`config.mk`:
```
export PLATFORM = sky130hd
export DESIGN_NAME = fetch_redirect_unit
export DESIGN_NICKNAME = d
export VERILOG_FILES = /design/src/rtl/fetch_pkg.sv /design/src/rtl/fetch_hold_buf.sv /design/src/rtl/fetch_redirect_unit.sv
export SDC_FILE = /design/constraint.sdc
export NUM_CORES = 1
export LEC_CHECK = 0
export CAP_MARGIN = 15
export CORE_MARGIN = 5
export CORE_UTILIZATION = 52
export CTS_CLUSTER_SIZE = 16
export DETAILED_ROUTE_END_ITERATION = 16
export PLACE_DENSITY = 0.8
export REMOVE_ABC_BUFFERS = 1
export SYNTH_ARGS = -nofsm -noshare
export SYNTH_HDL_FRONTEND = slang
export SYNTH_SLANG_ARGS = --single-unit
```
`constraint.sdc`:
```
create_clock -name clk -period 2.33 [get_ports clk]
set_input_delay 0.466 -clock clk [delete_from_list [all_inputs] [get_ports clk]]
set_output_delay 0.466 -clock clk [all_outputs]
set_load 0.01 [all_outputs]
```
`src/rtl/fetch_pkg.sv`:
```
// Shared fetch front-end types: FSM states, IF/ID bundle, defaults.
// Imported by the fetch redirect unit and its hold buffer.
package fetch_pkg;

   localparam int XLEN = 32;

   localparam logic [XLEN-1:0] RESET_PC_DEF = 32'h0000_0000;
   localparam logic [XLEN-1:0] PC_STEP_DEF  = 32'd4;

   typedef enum logic [1:0] {
      S_RESET,
      S_REQ,
      S_DRAIN,
      S_HOLD
   } state_t;

   typedef struct packed {
      logic [XLEN-1:0] instr;
      logic [XLEN-1:0] pc;
      logic            valid;
   } if_id_t;

endpackage

```
`src/rtl/fetch_hold_buf.sv`:
```
// One-entry instr+pc buffer that catches a fetch response
// arriving while the IF/ID register is stalled.
module fetch_hold_buf
   import fetch_pkg::*;
(
   input  logic            clk,
   input  logic            rst,
   input  logic            wr_i,
   input  logic [XLEN-1:0] wr_instr_i,
   input  logic [XLEN-1:0] wr_pc_i,
   input  logic            clr_i,
   output logic [XLEN-1:0] rd_instr_o,
   output logic [XLEN-1:0] rd_pc_o,
   output logic            full_o
);

   logic            full_q;
   logic [XLEN-1:0] instr_q;
   logic [XLEN-1:0] pc_q;

   always_ff @(posedge clk) begin
      if (rst) begin
         full_q  <= 1'b0;
         instr_q <= '0;
         pc_q    <= '0;
      end else if (clr_i) begin
         full_q  <= 1'b0;
      end else if (wr_i) begin
         full_q  <= 1'b1;
         instr_q <= wr_instr_i;
         pc_q    <= wr_pc_i;
      end
   end

   assign rd_instr_o = instr_q;
   assign rd_pc_o    = pc_q;
   assign full_o     = full_q;

endmodule

```
`src/rtl/fetch_redirect_unit.sv`:
```
// Fetch front end: PC, imem req/ack, branch redirect with
// drain of stale responses, and stall hold into IF/ID.
module fetch_redirect_unit
   import fetch_pkg::*;
#(
   parameter logic [XLEN-1:0] RESET_PC = RESET_PC_DEF,
   parameter logic [XLEN-1:0] PC_STEP  = PC_STEP_DEF
) (
   input  logic            clk,
   input  logic            rst,
   input  logic            br,
   input  logic [XLEN-1:0] br_pc,
   input  logic            stall,
   output logic            imem_req,
   output logic [XLEN-1:0] imem_addr,
   input  logic [XLEN-1:0] imem_rdata,
   input  logic            imem_ack,
   output logic [XLEN-1:0] if_id_instr,
   output logic [XLEN-1:0] if_id_pc,
   output logic            if_id_valid
);

   state_t          state_q, state_d;
   logic [XLEN-1:0] pc_q, pc_d;
   logic [XLEN-1:0] redir_q, redir_d;
   if_id_t          ifid_q, ifid_d;

   logic            buf_wr, buf_clr, buf_full;
   logic [XLEN-1:0] buf_instr, buf_pc;
   logic            load;
   if_id_t          load_v;

   fetch_hold_buf u_hold (
      .clk        (clk),
      .rst        (rst),
      .wr_i       (buf_wr),
      .wr_instr_i (imem_rdata),
      .wr_pc_i    (pc_q),
      .clr_i      (buf_clr),
      .rd_instr_o (buf_instr),
      .rd_pc_o    (buf_pc),
      .full_o     (buf_full)
   );

   always_ff @(posedge clk) begin
      if (rst) begin
         state_q <= S_RESET;
         pc_q    <= RESET_PC;
         redir_q <= '0;
         ifid_q  <= '0;
      end else begin
         state_q <= state_d;
         pc_q    <= pc_d;
         redir_q <= redir_d;
         ifid_q  <= ifid_d;
      end
   end

   always_comb begin
      state_d = state_q;
      pc_d    = pc_q;
      redir_d = redir_q;
      buf_wr  = 1'b0;
      buf_clr = 1'b0;
      load    = 1'b0;
      load_v  = '0;
      unique case (state_q)
         S_RESET: state_d = S_REQ;
         S_REQ: begin
            if (imem_ack) begin
               if (br) begin
                  pc_d = br_pc;
               end else begin
                  pc_d = pc_q + PC_STEP;
                  if (stall) begin
                     buf_wr  = 1'b1;
                     state_d = S_HOLD;
                  end else begin
                     load         = 1'b1;
                     load_v.instr = imem_rdata;
                     load_v.pc    = pc_q;
                     load_v.valid = 1'b1;
                  end
               end
            end else if (br) begin
               // keep pc_q so the outstanding address stays stable
               redir_d = br_pc;
               state_d = S_DRAIN;
            end
         end
         S_DRAIN: begin
            if (br) redir_d = br_pc;
            if (imem_ack) begin
               pc_d    = br ? br_pc : redir_q;
               state_d = S_REQ;
            end
         end
         S_HOLD: begin
            if (br) begin
               buf_clr = 1'b1;
               pc_d    = br_pc;
               state_d = S_REQ;
            end else if (!stall) begin
               buf_clr      = 1'b1;
               state_d      = S_REQ;
               load         = buf_full;
               load_v.instr = buf_instr;
               load_v.pc    = buf_pc;
               load_v.valid = 1'b1;
            end
         end
         default: state_d = S_RESET;
      endcase

      if (br) begin
         ifid_d = '0;
      end else if (stall) begin
         ifid_d = ifid_q;
      end else if (load) begin
         ifid_d = load_v;
      end else begin
         ifid_d       = ifid_q;
         ifid_d.valid = 1'b0;
      end
   end

   assign imem_req    = (state_q == S_REQ) || (state_q == S_DRAIN);
   assign imem_addr   = pc_q;
   assign if_id_instr = ifid_q.instr;
   assign if_id_pc    = ifid_q.pc;
   assign if_id_valid = ifid_q.valid;

endmodule

```
==> run summary <==
After detailed placement, the design holds a cell count of roughly 1400. The number of vias per cell after detailed routing is 5.87. Total power for the finished layout comes to 8.21 mW. The aggregate global routing overflow came out at 0.

TritonCTS built the clock tree. The layout overhead on the synthesized area is 32.9%. The critical path is of the flop to output pin type. The source-to-sink clock delay at the later pin of the worst-skew pair is 0.43 ns. The total count of hold-check failures in the final report came to 0. The total number of vias is between 8000 and 9000.

The total iterations of the first detailed-routing run came out at 5. The clock passes through at most 2 buffers. The width of the chip came out at 138 um. The routability-driven placement congestion ratio is 0.908.

The endpoint type of the worst setup path is an output pin. The remaining antenna violation count after routing came out at 0. The area used by multi-input combinational logic is 0.00422 mm2. The sequential fraction of the synthesis area came out at 0.458. The internal power came out at 5.85 mW. The core area came out at 0.0163 mm2. The number of global-route vias before repair came out at 8113. The number of input and output port buffers inserted came out at 166. The clock skew after layout came out at 0.00711 ns.

Data arrives at the worst endpoint at 1.75 ns. The HPWL after detailed placement is around 17 mm. The XOR/XNOR share of the synthesized area came out at 0.00204. The net switching power figure came out at 2.36 mW. The CTS buffer count came out at 17.

The number of sinks handled by clock tree synthesis came out at about 200. The initial utilization of the core area, before any placement, comes to 0.524. The average routed wire per standard cell is between 15 and 20 um.

The flip-flop cell with the highest count after synthesis is dfxtp_1. The critical path goes through inv_1 > ha_1 > clkdlybuf4s50_1. The floorplan step set the die height to 138 um. The flow ran to the end, and the final reports show no timing, DRC or antenna violations. By area, the combinational part of the netlist is dominated by compound AO/OA/AOI/OAI gates. The all-layer global routing usage came out at 0.259.

The type of origin of the critical path is a flop. The area fraction in compound gates after synthesis is 0.272. The number of antenna violations at the first check in global routing is 1. The slowest library cell on the worst path is clkdlybuf4s50_1.

The number of violations reported at the end of detailed-routing iteration 0 came out at 824. The final clock period utilization by the worst path came out at 0.949. The required time of the critical path is 1.86 ns. The post-layout instance count excluding filler cells came out at 1467. Counting every instance in the synthesized netlist gives 1080. Dividing total power by cell area gives a power density of 721 mW/mm2.

The detailed-route wire length is 25.4 mm. The async set or reset register ratio after synthesis came out at 0. The summed negative setup slack over all endpoints came out at 0 ns. The synthesis warning total is 0.

The multiplexer area fraction after synthesis came out at 0.00730. The share of total power in combinational logic came out at 0.204. The number of buffers and inverters on the critical path is 2. The sequential standard cell area came out at 0.00393 mm2. The number of primary I/O pins came out at 167. The post-CTS clock slew at the launch and capture registers of the worst setup and hold paths came out at roughly 0.070 ns. The slew at the pin closest to its max-slew limit came out at between 0.7 and 0.8 ns. The worst hold margin is 0.455 ns. The maximum clock rate came out at 0.452 GHz.

The relative contribution of the clock network to total power came out at 0.350. In this design, the largest share of critical-path delay is due to buffers and inverters. The pin count of the biggest net entering global routing is 136.

The synthesized-area fraction occupied by adder cells came out at 0.00730. After layout, the minimum clock period comes to 2.21 ns. The distinct cell type count of the synthesized netlist came out at 57.

The H-tree generated during clock tree synthesis spans 4 levels. In this run the clock root is driven by a clkbuf_16. The summed instance area of the synthesized netlist is 0.00857 mm2. The static leakage power came out at 3.74 nW.

The first global-routing pass estimated 41.8 mm of wire. The number of nets in the final layout came out at 1309. The layout filler cell count is 1335.

Along the worst path, the maximum fanout reaches 3. The largest vdd supply drop came out at 0.525 mV. The number of antenna diodes in the final layout is 0.

The biggest cell delay along the critical path came out at approximately 0.53 ns. The synthesized design contains 0 enable-type register cells. The fraction of layout instances using a drive strength above 1 is 0.101. Setup repair after global routing left no endpoint under its margin.

The fraction of the mapped netlist area in simple logic gates is 0.200. Setup violations remaining at the end of the flow were counted as 0. The max-slew headroom at the worst pin came out at 0.469. The min-delay analysis places its worst path in the category flop to flop.

Of the total power, the share spent switching nets is 0.287. The DRC violation count after routing is 0. After synthesis the netlist holds a flip-flop and latch count of between 150 and 200. The number of setup buffers added after CTS is 0. The max-cap check violation count is 0.

The area of the die came out at 0.0191 mm2. The number of hold buffers added after CTS was 0. The floorplan has 47 rows.

The mean area per synthesized cell is 7.94 um2. The final-report max-slew violation count came to 0. The share of total power dissipated in sequential elements is 0.446.
-- repair_timing --
action                     in CTS  in global routing
setup endpoints to repair       0                  1
hold endpoints to repair        0                  0
resized for setup               0                  1
-- power by group through the flow --
stage          Combinational (mW)  Sequential (mW)  Clock, mW
2_1_floorplan               0.701             3.79          0
5_1_grt                      1.80             3.68       3.06
3_5_place_dp                 1.64             3.73          0
6_report                     1.67             3.66       2.87
4_1_cts                      1.66             3.66       2.92
3_3_place_gp                 1.62             3.73          0
-- flip-flops by register name (all words and copies together), names as in the netlist --
signal / count
if_id_instr: 32
if_id_pc: 32
if_id_valid: 1
imem_addr: 32
redir_q: 32
state_q: 2
u_hold.full_o: 1
u_hold.rd_instr_o: 32
u_hold.rd_pc_o: 32
-- final cells by class --
cell class	count	share of cell area
clock inverters	10	0.00835
flip-flops and latches	196	0.345
clock buffers	21	0.0422
inverters	13	0.00428
well taps	220	0.0242
repair buffers	239	0.206
multi-input cells	768	0.370
-- cells in the mapped netlist (4+ instances only) --
cell | n | area share
nand2_1 | 225 | 0.099
dfxtp_1 | 196 | 0.46
a21oi_1 | 127 | 0.074
nor2_1 | 95 | 0.042
clkbuf_1 | 81 | 0.035
a22oi_1 | 80 | 0.070
a211oi_1 | 67 | 0.059
o21ai_0 | 29 | 0.017
nor3_1 | 17 | 0.0099
buf_2 | 15 | 0.0088
inv_1 | 13 | 0.0057
nand4_1 | 12 | 0.0088
nand3_1 | 9 | 0.0053
a221o_1 | 8 | 0.0093
a221oi_1 | 6 | 0.0061
buf_1 | 6 | 0.0026
or3_1 | 6 | 0.0044
ha_1 | 5 | 0.0073
nand2b_1 | 5 | 0.0036
o211ai_1 | 5 | 0.0044
o21ai_1 | 5 | 0.0029
a22o_1 | 4 | 0.0041
mux2i_1 | 4 | 0.0047
nor4_1 | 4 | 0.0029
-- cells in the final DEF, fill, tap and decap left out, types with 6 or more instances in the layout --
cell | netlist | final
a211oi_1 | 67 | 67
buf_4 | 0 | 63
dfxtp_1 | 196 | 195
o21ai_0 | 29 | 29
nand3_1 | 9 | 9
nand4_1 | 12 | 12
a221o_1 | 8 | 8
a221oi_1 | 6 | 6
nor3_1 | 17 | 15
clkbuf_16 | 0 | 17
nor2_1 | 95 | 95
a22oi_1 | 80 | 80
inv_1 | 13 | 13
clkdlybuf4s50_1 | 0 | 165
nand2_1 | 225 | 224
or3_1 | 6 | 6
a21oi_1 | 127 | 127
buf_12 | 0 | 11
-- cell families (layout without fill, tap and decap cells) --
logic type	Yosys count	in the layout
compound gates	357	357
xor+xnor	2	2
fa+ha+maj	5	5
buf+inv	116	283
flops	196	196
mux	6	6
simple gates	398	398
-- metrics by stage --
stage          setup WS (ns)   util  area (um2)
2_1_floorplan          -6.74      -        8160
3_3_place_gp         -0.0612  0.661       10800
3_5_place_dp          -0.147  0.661       10800
4_1_cts                0.100  0.697       11400
5_1_grt               0.0102  0.697       11400
6_report               0.118  0.697       11400
-- layer usage --
metal	routed length, um	vias up	share of wire	GRT usage
met4	449	2	0.018	0.0811
met2	11900	381	0.47	0.424
met3	1810	46	0.071	0.0463
li1	-	4168	-	-
met1	11100	4021	0.44	0.350
met5	13	-	0.00051	0
-- worst register-to-register path, cell delays in order, from the launching register on --
cell and delay [ns]:
dfxtp_1 0.40, inv_1 0.10, ha_1 0.25, nor2_1 0.34, o211ai_1 0.16, or2_2 0.32, or4b_1 0.47, nand3_1 0.09
-- final timing paths --
| path | end | cells after the start | slack [ns] | startpoint |
|---|---|---|---|---|
| max reg2reg | imem_addr[25]$_SDFFE_PP0P_ | 7 | 0.13 | state_q[1]$_SDFFE_PP0P_ |
| min reg2reg | u_hold.rd_pc_o[16]$_SDFFE_PP0P_ | 2 | 0.45 | u_hold.rd_pc_o[16]$_SDFFE_PP0P_ |
| max | imem_req | 3 | 0.12 | state_q[1]$_SDFFE_PP0P_ |
| min | u_hold.rd_pc_o[16]$_SDFFE_PP0P_ | 2 | 0.45 | u_hold.rd_pc_o[16]$_SDFFE_PP0P_ |
No activity file was read; power rests on OpenSTA's default activity.
==> RTL edit, RTL diff (same flow settings) <==
Reset style: asynchronous (`rst`), changed in 2 clocked blocks.
--- a/src/rtl/fetch_hold_buf.sv
+++ b/src/rtl/fetch_hold_buf.sv
@@ -19,5 +19,5 @@
    logic [XLEN-1:0] pc_q;
 
-   always_ff @(posedge clk) begin
+   always_ff @(posedge clk or posedge rst) begin
       if (rst) begin
          full_q  <= 1'b0;
--- a/src/rtl/fetch_redirect_unit.sv
+++ b/src/rtl/fetch_redirect_unit.sv
@@ -43,5 +43,5 @@
    );
 
-   always_ff @(posedge clk) begin
+   always_ff @(posedge clk or posedge rst) begin
       if (rst) begin
          state_q <= S_RESET;
Formal check against the unedited RTL: differs if rst is asserted again (counterexample within 4 cycles, from zero or initial values and one cycle with rst high); with rst held inactive, the same outputs for 4 cycles.
==> RTL edit against the unedited design <==
Critical path type unchanged; critical endpoint unchanged; sequential share of layout area increased by 6.0 points; clock skew is essentially flat; setup slack lost 0.016 ns; first-iteration DRC count decreased by 37%; cell area increased by 6.5%; synthesized area rose by 8.3%; wire length down 3.3%; sequential cell count unchanged; utilization barely moved; cell count decreased by 15%.
Power is not compared: it rests on default switching activity, and its combinational part moved more than twofold at a synthesized area within 25%.
==> RTL edit: results (changes against the unedited design) <==
| Metric | Value |
|---|---|
| Met2 WL post-DR | `11.7 mm (-1.9%)` |
| Worst r2r dst | `if_id_pc[12]$_DFFE_PP0P_` |
| Routed wire length | `24.5 mm (-3.3%)` |
| Worst reg-to-reg path cell count | `7 (unchanged)` |
| Synthesized instance count | `842 (-22%)` |
| Via density | `6.16 (+4.9%)` |
| 1st-iter DRT viols | `517 (-37%)` |
| Placed Cells | `1219 (-15%)` |
| Top sig layer | `met4` |
| Global-route wire length before repair | `39.9 mm (-4.5%)` |
| Crit path max-delay cell type | `clkdlybuf4s50_1` |
| CP Launch Point | `state_q[0]$_DFFE_PP0P_` |
| R2R Setup Slk | `0.17 ns (+0.04 ns)` |
| R2r startpoint | `state_q[1]$_DFFE_PP0P_` |
| Status | `complete, no violations` |
| # diodes | `0 (unchanged)` |
| Synth cell count leaders | `dfrtp_1, o21ai_0, mux2_2` |
| Min Hold Slack | `0.450 ns (-0.00470 ns)` |
| Critical Path Fanout Max | `3 (unchanged)` |
| Tcrit/Tclk final | `0.956 (+0.00669)` |
| GR Util met1 | `0.329 (-0.0210)` |
| Reg area | `4900 um^2 (+25%)` |
| Synth Flop Type | `dfrtp_1` |
| GRT Total Usage | `0.241 (-0.0176)` |
| Final Skew | `0.00760 ns (+0.000490 ns)` |
| Met3 Use GR | `0.0419 (-0.00434)` |
| Worst rel slew slack | `0.631 (+0.162)` |
| Bufs on Longest Clock Path | `2 (unchanged)` |
| GR Util met2 | `0.396 (-0.0284)` |
| Num CTS Buffers | `17 (unchanged)` |
| Distinct cell type count after synthesis | `51 (-11%)` |
| Fraction of registers with async set/reset | `1.00 (+1.00)` |
| Final std cells w/o fill | `1251 (-15%)` |
| Worst-path clk slew | `0.07 ns (about the same)` |
| Nets@finish | `1087 (-17%)` |
| Share of cells above drive strength 1 | `0.209 (+0.108)` |
| Met3 wire len | `1.64 mm (-9.5%)` |
| Pre-CTS worst setup slack | `-0.0148 ns (+0.132 ns)` |
| Hpwl dp | `16.9 mm (-0.79%)` |
| Register area share after synthesis | `0.528 (+0.0704)` |
| Post-Route M1 WL | `10.8 mm (-3.5%)` |
| Vias in the first global route | `7694 (-5.2%)` |
| GPL Wtd Cong | `0.882 (-2.9%)` |
| Synth top area cells | `dfrtp_1, mux2_2, a22oi_1` |
| Area post-placement | `11500 um^2 (+6.7%)` |
| Initial antenna violation count | `0 (-1)` |
| Fillers | `1295 (-3.0%)` |
| Hold WC Path Type | `in -> async` |
| Largest net degree at the start of global routing | `97 (-29%)` |
| Synth warn | `0 (unchanged)` |
-- RTL edit: cell count changes after synthesis, moves of 56 or more --
cell      unedited run  this run
nand2_1            225        24
dfxtp_1            196         0
o21ai_0             29       109
clkbuf_1            81        25
a211oi_1            67         1
dfrtp_1              0       196
a21oi_1            127        17
mux2_2               2       106
nand3_1              9        76
nor2_1              95        29
-- RTL edit: cell families after synthesis --
group / synth area share
simple gates: 0.103
compound gates: 0.179
xor+xnor: 0.0113
flops: 0.528
buf+inv: 0.0379
fa+ha+maj: 0.00674
mux: 0.134
-- RTL edit: final cells by class --
| type | count | area share |
|---|---|---|
| clock buffer | 20 | 0.0385 |
| clock inverter | 12 | 0.00980 |
| inverter | 9 | 0.00340 |
| multi-input combinational | 564 | 0.336 |
| sequential | 196 | 0.404 |
| tap | 225 | 0.0232 |
| timing repair buffer | 225 | 0.185 |
